===== src/rtl/fp_pkg.sv =====
// fp_pkg: shared definitions for the IEEE754 narrowing datapath.
//   FP_FIELDS_T   - macro that declares a packed {sign, exp, mant} struct type
//   exp_offset()  - exponent bias for a given exponent width
//   FLG_*         - bit positions inside the 4-bit flag word {ovf, unf, inx, nan}
//   fp_class_e    - operand class carried from unpack to pack
`define FP_FIELDS_T(name, xw, mw) typedef struct packed { logic sign; logic [(xw)-1:0] exp; logic [(mw)-1:0] mant; } name

package fp_pkg;

  localparam int FLG_NAN = 0;
  localparam int FLG_INX = 1;
  localparam int FLG_UNF = 2;
  localparam int FLG_OVF = 3;

  typedef enum logic [1:0] {
    CL_NAN  = 2'd0,
    CL_INF  = 2'd1,
    CL_ZERO = 2'd2,
    CL_NORM = 2'd3
  } fp_class_e;

  // Bias of an IEEE754 exponent field of width w: 2^(w-1)-1.
  function automatic int exp_offset(input int w);
    return (1 << (w - 1)) - 1;
  endfunction

endpackage


===== src/rtl/fp_round_rne.sv =====
// fp_round_rne: combinational round-to-nearest-even for a normal result.
//   i_kept     - ONM retained mantissa bits
//   i_guard    - first discarded bit
//   i_sticky   - OR of all remaining discarded bits
//   i_ox       - rebiased output exponent (signed, INX+2 bits), known in range
//   o_mant     - rounded mantissa (zero when the increment carries out)
//   o_exp      - output exponent after a possible carry
//   o_carry    - mantissa increment carried out
//   o_inexact  - any discarded bit was set
//   o_overflow - carry pushed the exponent to the all-ones (infinity) code
module fp_round_rne
  import fp_pkg::*;
#(
  parameter int INX = 11,
  parameter int ONX = 8,
  parameter int ONM = 23
) (
  input  logic [ONM-1:0]        i_kept,
  input  logic                  i_guard,
  input  logic                  i_sticky,
  input  logic signed [INX+1:0] i_ox,
  output logic [ONM-1:0]        o_mant,
  output logic [ONX-1:0]        o_exp,
  output logic                  o_carry,
  output logic                  o_inexact,
  output logic                  o_overflow
);

  localparam logic signed [INX+1:0] OX_MAX = (INX+2)'((1 << ONX) - 1);

  logic           w_round_up;
  logic [ONM:0]   w_sum;
  logic signed [INX+1:0] w_ox_rnd;

  // Increment on guard unless it is an exact tie with an even kept value.
  always_comb begin
    w_round_up = i_guard & (i_sticky | i_kept[0]);
    w_sum      = {1'b0, i_kept} + {{ONM{1'b0}}, w_round_up};
    o_carry    = w_sum[ONM];
    o_mant     = w_sum[ONM-1:0];
    w_ox_rnd   = i_ox + $signed({{(INX+1){1'b0}}, o_carry});
    o_overflow = (w_ox_rnd >= OX_MAX);
    o_exp      = w_ox_rnd[ONX-1:0];
    o_inexact  = i_guard | i_sticky;
  end

endmodule


===== src/rtl/fp_narrow.sv =====
// fp_narrow: two-stage pipelined IEEE754 narrowing converter (e.g. double to
// single) with round-to-nearest-even, overflow to infinity, flush-to-zero of
// subnormal results and NaN quieting.
//   clk, rst_n            - clock, asynchronous active-low reset
//   in_valid/in_ready     - input handshake, in_data = {sign, exp, mant}
//   out_valid/out_ready   - output handshake, out_data = {sign, exp, mant}
//   out_flags             - {overflow, underflow, inexact, nan} for out_data
// S1 unpacks, classifies and rebiases; S2 rounds, packs and raises flags.
module fp_narrow
  import fp_pkg::*;
#(
  parameter int INX = 11,
  parameter int INM = 52,
  parameter int ONX = 8,
  parameter int ONM = 23
) (
  input  logic               clk,
  input  logic               rst_n,
  input  logic               in_valid,
  output logic               in_ready,
  input  logic [INX+INM:0]   in_data,
  output logic               out_valid,
  input  logic               out_ready,
  output logic [ONX+ONM:0]   out_data,
  output logic [3:0]         out_flags
);

  localparam int TW = INM - ONM;
  localparam logic signed [INX+1:0] REBIAS = (INX+2)'(exp_offset(ONX) - exp_offset(INX));
  localparam logic signed [INX+1:0] OX_MAX = (INX+2)'((1 << ONX) - 1);

  `FP_FIELDS_T(in_word_t, INX, INM);
  `FP_FIELDS_T(out_word_t, ONX, ONM);

  in_word_t              w_in;
  logic                  w_exp_ones;
  logic                  w_mant_nz;
  logic signed [INX+1:0] w_ox;
  logic [TW-1:0]         w_tail;
  logic [TW-1:0]         w_tail_low;
  logic [ONM-1:0]        w_kept;
  logic                  w_guard;
  logic                  w_sticky;
  fp_class_e             w_cls;
  logic [3:0]            w_flags;

  logic                  w_s1_load;
  logic                  w_s2_load;

  logic                  r_s1_valid;
  logic                  r_s1_sign;
  fp_class_e             r_s1_cls;
  logic signed [INX+1:0] r_s1_ox;
  logic [ONM-1:0]        r_s1_kept;
  logic                  r_s1_guard;
  logic                  r_s1_sticky;
  logic [3:0]            r_s1_flags;

  logic [ONM-1:0]        w_rnd_mant;
  logic [ONX-1:0]        w_rnd_exp;
  logic                  w_rnd_carry;
  logic                  w_rnd_inexact;
  logic                  w_rnd_overflow;
  out_word_t             w_out;
  logic [3:0]            w_out_flags;

  logic                  r_s2_valid;
  logic [ONX+ONM:0]      r_out_data;
  logic [3:0]            r_out_flags;

  assign w_in = in_data;

  // Stage advance: S1 may refill whenever S2 is draining, straight through out_ready.
  always_comb begin
    w_s2_load = ~r_s2_valid | out_ready;
    w_s1_load = ~r_s1_valid | w_s2_load;
  end

  assign in_ready  = w_s1_load;
  assign out_valid = r_s2_valid;
  assign out_data  = r_out_data;
  assign out_flags = r_out_flags;

  // S1 combinational: field split, rebias and class decision in priority order.
  always_comb begin
    w_exp_ones = &w_in.exp;
    w_mant_nz  = |w_in.mant;
    w_ox       = $signed({2'b00, w_in.exp}) + REBIAS;
    w_tail     = w_in.mant[TW-1:0];
    // Shifting out the guard bit leaves only the sticky bits in the tail.
    w_tail_low = w_tail << 1;
    w_guard    = w_tail[TW-1];
    w_sticky   = |w_tail_low;
    w_kept     = w_in.mant[INM-1 -: ONM];
    w_cls      = CL_NORM;
    w_flags    = 4'b0000;
    if (w_exp_ones && w_mant_nz) begin
      w_cls            = CL_NAN;
      w_kept           = {1'b1, w_in.mant[INM-2 -: ONM-1]};
      w_flags[FLG_NAN] = 1'b1;
    end else if (w_exp_ones) begin
      w_cls = CL_INF;
    end else if (w_in.exp == {INX{1'b0}}) begin
      w_cls            = CL_ZERO;
      w_flags[FLG_UNF] = w_mant_nz;
      w_flags[FLG_INX] = w_mant_nz;
    end else if (w_ox <= $signed({(INX+2){1'b0}})) begin
      w_cls            = CL_ZERO;
      w_flags[FLG_UNF] = 1'b1;
      w_flags[FLG_INX] = 1'b1;
    end else if (w_ox >= OX_MAX) begin
      w_cls            = CL_INF;
      w_flags[FLG_OVF] = 1'b1;
      w_flags[FLG_INX] = 1'b1;
    end else begin
      w_cls = CL_NORM;
    end
  end

  // S1 register: captures an input word on handshake.
  always_ff @(posedge clk or negedge rst_n) begin
    if (!rst_n) begin
      r_s1_valid  <= 1'b0;
      r_s1_sign   <= 1'b0;
      r_s1_cls    <= CL_ZERO;
      r_s1_ox     <= {(INX+2){1'b0}};
      r_s1_kept   <= {ONM{1'b0}};
      r_s1_guard  <= 1'b0;
      r_s1_sticky <= 1'b0;
      r_s1_flags  <= 4'b0000;
    end else if (w_s1_load) begin
      r_s1_valid <= in_valid;
      if (in_valid) begin
        r_s1_sign   <= w_in.sign;
        r_s1_cls    <= w_cls;
        r_s1_ox     <= w_ox;
        r_s1_kept   <= w_kept;
        r_s1_guard  <= w_guard;
        r_s1_sticky <= w_sticky;
        r_s1_flags  <= w_flags;
      end
    end
  end

  fp_round_rne #(
    .INX (INX),
    .ONX (ONX),
    .ONM (ONM)
  ) u_round (
    .i_kept     (r_s1_kept),
    .i_guard    (r_s1_guard),
    .i_sticky   (r_s1_sticky),
    .i_ox       (r_s1_ox),
    .o_mant     (w_rnd_mant),
    .o_exp      (w_rnd_exp),
    .o_carry    (w_rnd_carry),
    .o_inexact  (w_rnd_inexact),
    .o_overflow (w_rnd_overflow)
  );

  // S2 combinational: pack result by class; a rounding carry may still overflow.
  always_comb begin
    w_out.sign  = r_s1_sign;
    w_out.exp   = {ONX{1'b0}};
    w_out.mant  = {ONM{1'b0}};
    w_out_flags = r_s1_flags;
    case (r_s1_cls)
      CL_NAN: begin
        w_out.exp  = {ONX{1'b1}};
        w_out.mant = r_s1_kept;
      end
      CL_INF: begin
        w_out.exp = {ONX{1'b1}};
      end
      CL_ZERO: begin
        w_out.exp = {ONX{1'b0}};
      end
      CL_NORM: begin
        if (w_rnd_overflow) begin
          w_out.exp            = {ONX{1'b1}};
          w_out_flags[FLG_OVF] = 1'b1;
          w_out_flags[FLG_INX] = 1'b1;
        end else begin
          // On carry the mantissa is already zero and the exponent bumped.
          w_out.exp            = w_rnd_exp;
          w_out.mant           = w_rnd_carry ? {ONM{1'b0}} : w_rnd_mant;
          w_out_flags[FLG_INX] = w_rnd_inexact;
        end
      end
      default: begin
        w_out.exp = {ONX{1'b0}};
      end
    endcase
  end

  // S2 register: holds the output word steady until the consumer takes it.
  always_ff @(posedge clk or negedge rst_n) begin
    if (!rst_n) begin
      r_s2_valid  <= 1'b0;
      r_out_data  <= {(ONX+ONM+1){1'b0}};
      r_out_flags <= 4'b0000;
    end else if (w_s2_load) begin
      r_s2_valid <= r_s1_valid;
      if (r_s1_valid) begin
        r_out_data  <= w_out;
        r_out_flags <= w_out_flags;
      end
    end
  end

endmodule


===== config.mk =====
export PLATFORM = sky130hd
export DESIGN_NAME = fp_narrow
export DESIGN_NICKNAME = d
export VERILOG_FILES = /design/src/rtl/fp_pkg.sv /design/src/rtl/fp_round_rne.sv /design/src/rtl/fp_narrow.sv
export SDC_FILE = /design/constraint.sdc
export NUM_CORES = 1
export LEC_CHECK = 0
export CORE_MARGIN = 2
export CORE_UTILIZATION = 50
export CTS_CLUSTER_SIZE = 30
export DETAILED_ROUTE_END_ITERATION = 10
export PLACE_DENSITY = 0.85
export SETUP_SLACK_MARGIN = 0.1
export SLEW_MARGIN = 10
export SYNTH_ARGS = -nofsm -noshare
export SYNTH_HDL_FRONTEND = slang
export SYNTH_SLANG_ARGS = --single-unit

===== constraint.sdc =====
create_clock -name clk -period 4.94 [get_ports clk]
set_clock_uncertainty 0.05 [all_clocks]
set_input_delay 0.988 -clock clk [delete_from_list [all_inputs] [get_ports clk]]
set_output_delay 0.988 -clock clk [all_outputs]
set_load 0.05 [all_outputs]

==> results.json <==
{
  "place.detailed.hpwl_um": 8850,
  "floorplan.die_area_mm2": 0.00957,
  "setup_viol": 0,
  "dr.first_iter.drc_count": 351,
  "power.density_cell_area_mw_per_mm2": 365,
  "cp.required_ps": 5150,
  "via_count": 4333,
  "power_leakage_uw": 0.00243,
  "layout_common_cells": "sky130_fd_sc_hd__nand2_1, sky130_fd_sc_hd__clkdlybuf4s50_1, sky130_fd_sc_hd__dfrtp_1",
  "synthFlopType": "sky130_fd_sc_hd__dfrtp_1",
  "post_cts.repair.setup_buffers": 0,
  "worst_flop_to_flop_path_endpoint": "out_data[17]$_DFFE_PN0P_",
  "type_of_element_capturing_the_critical_path": "register",
  "setup_total_negative_slack_ps": 0,
  "synth.net_count": 593,
  "min_period_over_period_pct": 80.1,
  "status": "finished, violations left",
  "io_buffers": 105,
  "crit_path_max_incr_delay_ps": 400,
  "worstHoldPathType": "reg2reg",
  "cts_tree": "done",
  "synth_compound_gate_area_share_pct": 18.3,
  "placeableCoreArea_mm2": 0.00864,
  "crit_path_max_fanout": 31,
  "count_of_mapped_cells_out_of_synthesis": 516,
  "worstReg2RegStart": "r_s1_kept[0]$_DFFE_PN0P_",
  "totalWireLength_um": 12000,
  "whs_path_depth": 1,
  "route.detailed.drc": 1,
  "maximum_number_of_pins_on_one_net_before_global_route_repair": 84,
  "synth-edff-count": 0,
  "post_synth_and_or_nand_nor_area_fraction_pct": 25.4,
  "width_of_the_die_um": 97.8,
  "clock_insertion_delay_worst_skew_ps": 360,
  "io_pins": 106,
  "ys_types": 49,
  "synthesis.yosys.warnings": 0,
  "floorplan.die.height_um": 97.8,
  "slew_violations": 0,
  "clock_path_buffers": 2,
  "num_antenna_cells": 0,
  "syn_avg_cell_area_um2": 8.53,
  "synth_xor_xnor_area_share_pct": 1.99,
  "layout-drive-gt1-share_pct": 4.55,
  "place.gp.congestion": 0.915,
  "numClockSinks": 83,
  "synth-async-reset-ratio_pct": 100,
  "ant_nets": 0,
  "hold_path.startpoint": "out_data[30]$_DFFE_PN0P_",
  "globalRouteTotalUtil_pct": 25.1,
  "clock_pin_slew_on_the_worst_setup_and_hold_paths_ps": 90,
  "synthMuxAreaShare_pct": 0,
  "mostFrequentLayoutCell": "sky130_fd_sc_hd__nand2_1",
  "cp_cell_sequence": "o21a_1 > ha_1 > nand3_1 > nor3_1 > and2_0 > nand3_1 > inv_1 > ha_1 > ha_1 > and3_1 > a21oi_1 > a22oi_1 > o311ai_4 > a21oi_2 > buf_4 > nand2_1 > o221ai_1",
  "area_delta_synth_final_pct": 30.1,
  "cts_root_buf": "sky130_fd_sc_hd__clkbuf_8",
  "hold_viol_final": 0,
  "max_freq_ghz": 0.253,
  "failed_checks": "DRC",
  "most_prevalent_standard_cell_on_the_critical_path": "sky130_fd_sc_hd__ha_1",
  "path_class": "reg2reg",
  "cts_hold_buf": 0,
  "arrival_ps": 4170,
  "drt-vias-per-instance": 5.98,
  "floorplan.rows": 34,
  "htree_levels": 3,
  "cell_with_the_largest_stage_delay_on_the_worst_path": "sky130_fd_sc_hd__dfrtp_1",
  "synth.cell_area_mm2": 0.00440,
  "final_routed_wire_length_divided_by_cell_count_um": 16.6,
  "wire_length_of_the_first_global_routing_pass_um": 19800,
  "final.min_clock_period_ps": 3960,
  "synth_seq_area_share_pct": 47.2,
  "cts_buf_count": 9,
  "drv_cap": 0,
  "ys_ff_latch": 83,
  "max_slew.worst_pin.slew_ps": 1040,
  "critical_path.startpoint_type": "register",
  "final_util_pct": 66.3,
  "worst-r2r-setup-slack_ps": 980,
  "starting_density_pct": 51.0,
  "r2r_depth": 17,
  "post_cts_resized": 0,
  "slew_headroom_pct": 30.7,
  "grt_setup_unrepaired": "false",
  "overflow": 0,
  "antenna_found_initial": 0,
  "synth_top_family_by_area": "simple AND/OR/NAND/NOR gates",
  "worstHoldEndpoint": "out_data[30]$_DFFE_PN0P_",
  "ir_drop_mv": 0.147,
  "yosys.area_share.adder_pct": 2.56,
  "via_count_of_the_first_global_routing_pass": 4151,
  "drt_pass1_iterations": 8,
  "final_net_count": 688
}
-- registers in the layout, summed over array words and instances (netlist names) --
signal,cells
out_data,32
r_s1_valid,1
r_s1_flags,4
r_s1_kept,23
r_s1_sign,1
out_valid,1
r_s1_cls,2
r_s1_sticky,1
r_s1_guard,1
out_flags,4
r_s1_ox,13
-- per-stage QoR --
stage                     cells  instance area, um2  hold WS [ps]  power [uW]  worst slack, ps
final                       724                5730           431        2090              982
after global routing        724                5730           443        2180              593
after CTS                   724                5730           434        2080             1020
after detailed placement    708                5520           415        1570             1020
after global placement      708                5520           410        1550             1210
after floorplan             516                4400           389        1300             1220
-- report_power, final --
group / total (uW) / internal, uW / switching, uW
combinational: 669 / 250 / 419
clock: 527 / 284 / 243
sequential: 892 / 789 / 103
-- area by class of cell --
| class | count | area (um2) |
|---|---|---|
| tap | 108 | 135 |
| inverter | 25 | 93.8 |
| clock inverter | 5 | 77.6 |
| multi-input combinational | 382 | 2120 |
| fill | 712 | 2910 |
| sequential | 83 | 2080 |
| timing repair buffer | 110 | 1090 |
| clock buffer | 11 | 131 |
-- how the worst max path moves through the flow --
stage                                   from                        to  cells after the start
detailed placement  r_s1_kept[0]$_DFFE_PN0P_  out_data[18]$_DFFE_PN0P_                     17
CTS                 r_s1_kept[0]$_DFFE_PN0P_  out_data[18]$_DFFE_PN0P_                     17
global route        r_s1_kept[0]$_DFFE_PN0P_  out_data[18]$_DFFE_PN0P_                     17
global placement    r_s1_kept[0]$_DFFE_PN0P_  out_data[18]$_DFFE_PN0P_                     17
finish              r_s1_kept[0]$_DFFE_PN0P_  out_data[17]$_DFFE_PN0P_                     17
floorplan           r_s1_kept[0]$_DFFE_PN0P_  out_data[14]$_DFFE_PN0P_                     18
-- per-layer routing --
metal | track usage (%) | share of wire [%] | vias to the layer above
met5 | 0 | 0 | -
met4 | 9.29 | 2.6 | 0
met3 | 4.08 | 6.9 | 28
met2 | 41.7 | 49 | 204
met1 | 33.3 | 42 | 2087
li1 | - | - | 2014
-- cell usage after synthesis (3+ instances only) --
cell / count / area (um2)
sky130_fd_sc_hd__o22a_1: 5 / 43.8
sky130_fd_sc_hd__nand3_1: 25 / 125
sky130_fd_sc_hd__a31oi_1: 12 / 75.1
sky130_fd_sc_hd__nand2b_1: 7 / 43.8
sky130_fd_sc_hd__ha_1: 9 / 113
sky130_fd_sc_hd__xnor2_1: 6 / 52.6
sky130_fd_sc_hd__and2_1: 5 / 31.3
sky130_fd_sc_hd__o221ai_1: 5 / 43.8
sky130_fd_sc_hd__inv_1: 25 / 93.8
sky130_fd_sc_hd__o211ai_1: 3 / 22.5
sky130_fd_sc_hd__nor3_1: 10 / 50.1
sky130_fd_sc_hd__a21oi_1: 28 / 140
sky130_fd_sc_hd__nor4_1: 15 / 93.8
sky130_fd_sc_hd__a22oi_1: 7 / 52.6
sky130_fd_sc_hd__nand4_1: 14 / 87.6
sky130_fd_sc_hd__o21ai_0: 25 / 125
sky130_fd_sc_hd__nor2b_1: 4 / 25.0
sky130_fd_sc_hd__xor2_1: 4 / 35.0
sky130_fd_sc_hd__o21a_1: 3 / 22.5
sky130_fd_sc_hd__and4_1: 3 / 26.3
sky130_fd_sc_hd__a32oi_1: 4 / 35.0
sky130_fd_sc_hd__and3_1: 5 / 31.3
sky130_fd_sc_hd__nor2_1: 18 / 67.6
sky130_fd_sc_hd__clkbuf_1: 19 / 71.3
sky130_fd_sc_hd__nand2_1: 126 / 473
sky130_fd_sc_hd__nand3b_1: 4 / 30.0
sky130_fd_sc_hd__a21o_1: 8 / 60.1
sky130_fd_sc_hd__o21ai_1: 7 / 35.0
sky130_fd_sc_hd__buf_2: 4 / 20.0
sky130_fd_sc_hd__dfrtp_1: 82 / 2050
-- critical path, delay by kind of cell, from the launching register on --
family	cells	cell delay (ps)
fa+ha+maj	3	610
compound gates	6	1010
simple gates	6	1360
flops	1	400
buf+inv	2	410
-- cells by family (layout without fill, tap and decap cells) --
group	after synthesis	in the layout
simple gates	241	241
compound gates	122	122
flops	83	83
buf+inv	51	151
xor+xnor	10	10
fa+ha+maj	9	9
Note: power is estimated with default switching activity, not from simulation.
